$ cat src/rtl/bf_program_loader.sv
// Program-memory writer: filters BF opcodes from a keyed character stream, checks bracket balance
// and appends a 0x00 terminator. Optional macro BF_LOADER_FILTER_EN drops non-opcode characters.
//
// state   | meaning
// S_LOAD  | accepting characters, tracking depth and count
// S_TERM  | writing the 0x00 terminator at address count
// S_DONE  | load complete, done held high
// S_ERROR | load aborted, error and err_code held
module bf_program_loader #(
   parameter int ADDR_WIDTH = 8,
   parameter int NEST_WIDTH = 6
) (
   input  logic                  clock,
   input  logic                  reset,
   input  logic [7:0]            char_in,
   input  logic                  char_strobe,
   input  logic                  finish,
   output logic [ADDR_WIDTH-1:0] pm_addr,
   output logic [7:0]            pm_data,
   output logic                  pm_we,
   output logic [ADDR_WIDTH-1:0] count,
   output logic [NEST_WIDTH-1:0] nest_depth,
   output logic                  done,
   output logic                  error,
   output logic [1:0]            err_code
);

   typedef enum logic [1:0] {
      S_LOAD,
      S_TERM,
      S_DONE,
      S_ERROR
   } state_t;

   localparam logic [ADDR_WIDTH-1:0] COUNT_MAX = {ADDR_WIDTH{1'b1}};
   localparam logic [NEST_WIDTH-1:0] NEST_MAX  = {NEST_WIDTH{1'b1}};

   localparam logic [1:0] ERR_OVERFLOW = 2'd1;
   localparam logic [1:0] ERR_CLOSE    = 2'd2;
   localparam logic [1:0] ERR_OPEN     = 2'd3;

   state_t state;
   logic   strobe_q;
   logic   finish_q;
   logic   armed;
   logic   finish_pend;
   logic   strobe_edge;
   logic   finish_edge;
   logic   char_ok;
   logic   is_open;
   logic   is_close;

   function automatic logic is_opcode(input logic [7:0] c);
      case (c)
         8'h2B, 8'h2D, 8'h3C, 8'h3E, 8'h5B, 8'h5D, 8'h2E, 8'h2C: is_opcode = 1'b1;
         default:                                                 is_opcode = 1'b0;
      endcase
   endfunction

   // armed stays low for the first cycle after reset so a level already high at release never counts as an edge
   assign strobe_edge = armed & char_strobe & ~strobe_q;
   assign finish_edge = armed & finish & ~finish_q;
   assign is_open     = (char_in == 8'h5B);
   assign is_close    = (char_in == 8'h5D);

`ifdef BF_LOADER_FILTER_EN
   assign char_ok = is_opcode(char_in);
`else
   assign char_ok = (char_in != 8'h00);
`endif

   always_ff @(posedge clock or posedge reset) begin
      if (reset) begin
         state       <= S_LOAD;
         strobe_q    <= 1'b0;
         finish_q    <= 1'b0;
         armed       <= 1'b0;
         finish_pend <= 1'b0;
         pm_addr     <= '0;
         pm_data     <= 8'h00;
         pm_we       <= 1'b0;
         count       <= '0;
         nest_depth  <= '0;
         done        <= 1'b0;
         error       <= 1'b0;
         err_code    <= 2'd0;
      end else begin
         armed    <= 1'b1;
         strobe_q <= char_strobe;
         finish_q <= finish;
         pm_we    <= 1'b0;
         case (state)
            S_LOAD: begin
               if (finish_pend) begin
                  finish_pend <= 1'b0;
                  if (nest_depth != '0) begin
                     state    <= S_ERROR;
                     error    <= 1'b1;
                     err_code <= ERR_OPEN;
                  end else begin
                     state   <= S_TERM;
                     pm_we   <= 1'b1;
                     pm_addr <= count;
                     pm_data <= 8'h00;
                  end
               end else if (strobe_edge && char_ok) begin
                  // last slot is kept free for the terminator
                  if (count == COUNT_MAX) begin
                     state    <= S_ERROR;
                     error    <= 1'b1;
                     err_code <= ERR_OVERFLOW;
                  end else if (is_close && nest_depth == '0) begin
                     state    <= S_ERROR;
                     error    <= 1'b1;
                     err_code <= ERR_CLOSE;
                  end else if (is_open && nest_depth == NEST_MAX) begin
                     state    <= S_ERROR;
                     error    <= 1'b1;
                     err_code <= ERR_OPEN;
                  end else begin
                     pm_we   <= 1'b1;
                     pm_addr <= count;
                     pm_data <= char_in;
                     count   <= count + 1'b1;
                     if (is_open)
                        nest_depth <= nest_depth + 1'b1;
                     else if (is_close)
                        nest_depth <= nest_depth - 1'b1;
                     if (finish_edge)
                        finish_pend <= 1'b1;
                  end
               end else if (finish_edge) begin
                  if (nest_depth != '0) begin
                     state    <= S_ERROR;
                     error    <= 1'b1;
                     err_code <= ERR_OPEN;
                  end else begin
                     state   <= S_TERM;
                     pm_we   <= 1'b1;
                     pm_addr <= count;
                     pm_data <= 8'h00;
                  end
               end
            end
            S_TERM: begin
               state <= S_DONE;
               done  <= 1'b1;
            end
            S_DONE: begin
               state <= S_DONE;
            end
            S_ERROR: begin
               state <= S_ERROR;
            end
            default: begin
               state <= S_ERROR;
               error <= 1'b1;
            end
         endcase
      end
   end

endmodule

$ cat config.mk
export PLATFORM = sky130hd
export DESIGN_NAME = bf_program_loader
export DESIGN_NICKNAME = d
export VERILOG_FILES = /design/src/rtl/bf_program_loader.sv
export SDC_FILE = /design/constraint.sdc
export NUM_CORES = 1
export LEC_CHECK = 0
export ABC_CLOCK_PERIOD_IN_PS = 4600
export CORE_AREA = 4 4 69 71
export CTS_BUF_LIST = sky130_fd_sc_hd__clkbuf_4
export DETAILED_ROUTE_END_ITERATION = 8
export DIE_AREA = 0 0 73 75
export PLACE_DENSITY = 0.84
export SLEW_MARGIN = 20
export SYNTH_ARGS = -nofsm -noshare
export SYNTH_HDL_FRONTEND = slang
export SYNTH_SLANG_ARGS = --single-unit
export TNS_END_PERCENT = 20
$ cat constraint.sdc
create_clock -name clock -period 4.6 [get_ports clock]
set_input_delay 0.92 -clock clock [delete_from_list [all_inputs] [get_ports clock]]
set_output_delay 0.92 -clock clock [all_outputs]
set_load 0.1 [all_outputs]
==> flow_summary.toml <==
[outcome]
status = "complete, no violations"

[min_path]
min_path_cells = 1
timing.hold.worst.class = "reg2reg"

[yosys]
synth_xor_xnor_area_share = 0.04908
ys_seq_elements = 41
yosys_warnings = 0
synth_compound_gate_area_share = 0.1305
yosys_most_used_dff = "sky130_fd_sc_hd__dfrtp_1"
synth_area_per_cell_um2 = 9.788
synthesis.instances = 237
yosys.area_share.simple = 0.2519
synth_top_family_by_area = "simple AND/OR/NAND/NOR gates"
cell_area_after_synthesis_um2 = 2320
yosysSeqAreaShare = 0.4423
asyncSetResetFlopFracSynth = 1.000
post_synth_fa_ha_maj_area_fraction = 0.05178
synthMuxAreaShare = 0.03344
synth-edff-count = 0
synthesized_nets = 258
netlist-cell-type-count = 46

[floorplan]
floorplan.initialDensity = 0.5479
die-area_um2 = 5475
chipHeight_um = 75
placementRows = 24
io_pins = 47
floorplan.die.width_um = 73
core_region_area_um2 = 4234

[timing]
setup_repair_after_global_routing_missed_its_margin = "false"
worst_rel_slew_slack = 0.3447
period_share = 0.7061
finalHoldWorstSlack_ps = 480.1
final-setup-viol-count = 0
hold_viol = 0
layout_setup_ws_ps = 1352
worst_slew_pin_slew_ps = 979.8
fin_crit_ps = 3248
skew_ps = 10.86
setup_total_negative_slack_ps = 0
fmax_ghz = 0.3079
timing.final.max_slew_violations = 0

[global_routing]
globalRoute.totalOverflow = 0
grt_start_max_net_pins = 42
grt_resource_usage_total = 0.2055
grt_pass1_wl_mm = 8.749
grt_antenna_before_repair = 0
via_count_of_the_first_global_routing_pass = 1851

[routing]
via_per_inst = 6.030
drtAntennaViolNets = 0
drt-total-wl_mm = 5.375
drc = 0
first_pass_drt_iterations = 4
drt-wirelength-per-cell_um = 16.24
initialDrtViolationCount = 319
route.vias.total = 1996

[critical_path]
reg2reg_setup_slack_ps = 2170
timing.critical_path.fanout_max = 25
cp_required_ps = 4850
reg2regPathDepth = 6
critPathCaptureType = "flop"
cp_cell_instances = "clkdlybuf4s50_1 -> nor3_2 -> nand3_1 -> o22a_1 -> a32oi_1 -> mux2_2"
largest_stage_delay_on_the_critical_path_ps = 640
worst-endpoint-arrival_ps = 3500
slowest_stage = "sky130_fd_sc_hd__o22a_1"
criticalPathCategory = "in2reg"
cp-start-kind = "input port"

[clock_network]
cts_tree = "yes"
postCtsHoldBufs = 0
root_cell_of_the_clock_tree = "sky130_fd_sc_hd__clkbuf_4"
htreeDepth = 2
cts-buffers-inserted = 5
cts_setup_buffers = 0
clk_transition_reported_paths_ps = 110
post_cts_resize_count = 0
cts_max_path_buffers = 2
clock_insertion_delay_worst_skew_ps = 360
cts.sink_count = 41

[placed_design]
place.gp.congestion = 0.7988
hpwlAfterDp_mm = 3.677
place.port_buffers = 46
place_ws_ps = 986.9

[pwr]
power.leakage_nw = 1.218
power_density_nw_per_um2 = 198.1
max-vdd-ir-drop_v = 0.0001306
total_power_uw = 563.7

[job]
max_cap_violations = 0

[finish]
fillers = 341
syn_to_final_growth_pct = 22.65
number_of_nets_in_the_finished_design = 299
num_antenna_cells = 0
layout-drive-gt1-share = 0.07885
[cells by family after synthesis]
| family | after synthesis |
|---|---|
| simple gates | 103 |
| xor+xnor | 13 |
| buf+inv | 21 |
| other cells | 1 |
| flops | 41 |
| mux | 7 |
| fa+ha+maj | 9 |
| compound gates | 42 |
[final cells by class]
cell class	instances	area, µm²	share of cell area
multi-input combinational	175	1202	0.4226
sequential	41	1026	0.3606
timing repair buffer	48	475.5	0.1671
tap	52	65.06	0.02287
clock buffer	5	37.54	0.01319
inverter	7	26.28	0.009235
clock inverter	3	12.51	0.004398
[per-layer routing]
layer  track usage  vias to the layer above  wire length, µm
li1              -                      956                -
met1        0.2815                      962             2377
met2        0.3198                       73             2578
met3       0.04806                        5              366
met4       0.07377                        0               52
met5             0                        -                0
[registers in the layout (all words and copies together) (netlist names), 2 cells and up]
| register | count |
|---|---|
| count | 8 |
| nest_depth | 6 |
| pm_data | 8 |
| pm_addr | 8 |
| err_code | 2 |
| state | 2 |
[placed cells by master (no fill, tap or decap), types with 3 or more instances in the layout]
cell	n
sky130_fd_sc_hd__nor2_1	9
sky130_fd_sc_hd__a21oi_1	5
sky130_fd_sc_hd__nand4b_1	3
sky130_fd_sc_hd__nor3b_1	8
sky130_fd_sc_hd__nand3_1	33
sky130_fd_sc_hd__inv_1	7
sky130_fd_sc_hd__xnor2_1	11
sky130_fd_sc_hd__ha_1	8
sky130_fd_sc_hd__clkbuf_4	5
sky130_fd_sc_hd__and3_1	3
sky130_fd_sc_hd__nand4_1	10
sky130_fd_sc_hd__o211ai_1	17
sky130_fd_sc_hd__mux2_2	6
sky130_fd_sc_hd__a31oi_1	8
sky130_fd_sc_hd__nand2_1	19
sky130_fd_sc_hd__clkdlybuf4s50_1	46
sky130_fd_sc_hd__dfrtp_1	41
[through the flow]
stage / util / std cells / cell area, µm²
finish: 0.6720 / 331 / 2845
global route: 0.6720 / 331 / 2845
global placement: 0.6602 / 323 / 2795
detailed placement: 0.6602 / 323 / 2795
CTS: 0.6720 / 331 / 2845
floorplan: - / 237 / 2320
[cell usage after synthesis, types with 3 or more instances]
master / instances / share of area
sky130_fd_sc_hd__clkbuf_1: 5 / 0.0081
sky130_fd_sc_hd__and3_1: 3 / 0.0081
sky130_fd_sc_hd__nand4b_1: 3 / 0.011
sky130_fd_sc_hd__buf_2: 7 / 0.015
sky130_fd_sc_hd__nand4_1: 10 / 0.027
sky130_fd_sc_hd__mux2_2: 6 / 0.029
sky130_fd_sc_hd__ha_1: 8 / 0.043
sky130_fd_sc_hd__o211ai_1: 17 / 0.055
sky130_fd_sc_hd__inv_1: 7 / 0.011
sky130_fd_sc_hd__dfrtp_1: 41 / 0.44
sky130_fd_sc_hd__nor3b_1: 8 / 0.026
sky130_fd_sc_hd__nand3_1: 33 / 0.071
sky130_fd_sc_hd__a31oi_1: 8 / 0.022
sky130_fd_sc_hd__a21oi_1: 5 / 0.011
sky130_fd_sc_hd__nor2_1: 9 / 0.015
sky130_fd_sc_hd__xnor2_1: 11 / 0.042
sky130_fd_sc_hd__nand2_1: 19 / 0.031
[where the power goes]
part           leakage, nW  switching, mW  internal (mW)  total, mW
Combinational        0.648         0.0143         0.0109     0.0252
Clock               0.0300          0.121         0.0554      0.176
Sequential           0.540       0.000535          0.362      0.362
[worst paths after layout]
path                            startpoint            end
min in group asynchronous            reset    err_code[1]
worst min register to register        done           done
max in group asynchronous            reset       count[3]
worst max-delay path            char_in[2]       state[1]
worst min-delay path                  done           done
worst max register to register    count[0]  nest_depth[4]
[worst max-delay path, delay by kind of cell]
kind            cells  cell delay [ps]
compound gates      2             1050
buf+inv             1              460
mux                 1              370
simple gates        2              690
(Power assumes the default switching activity.)
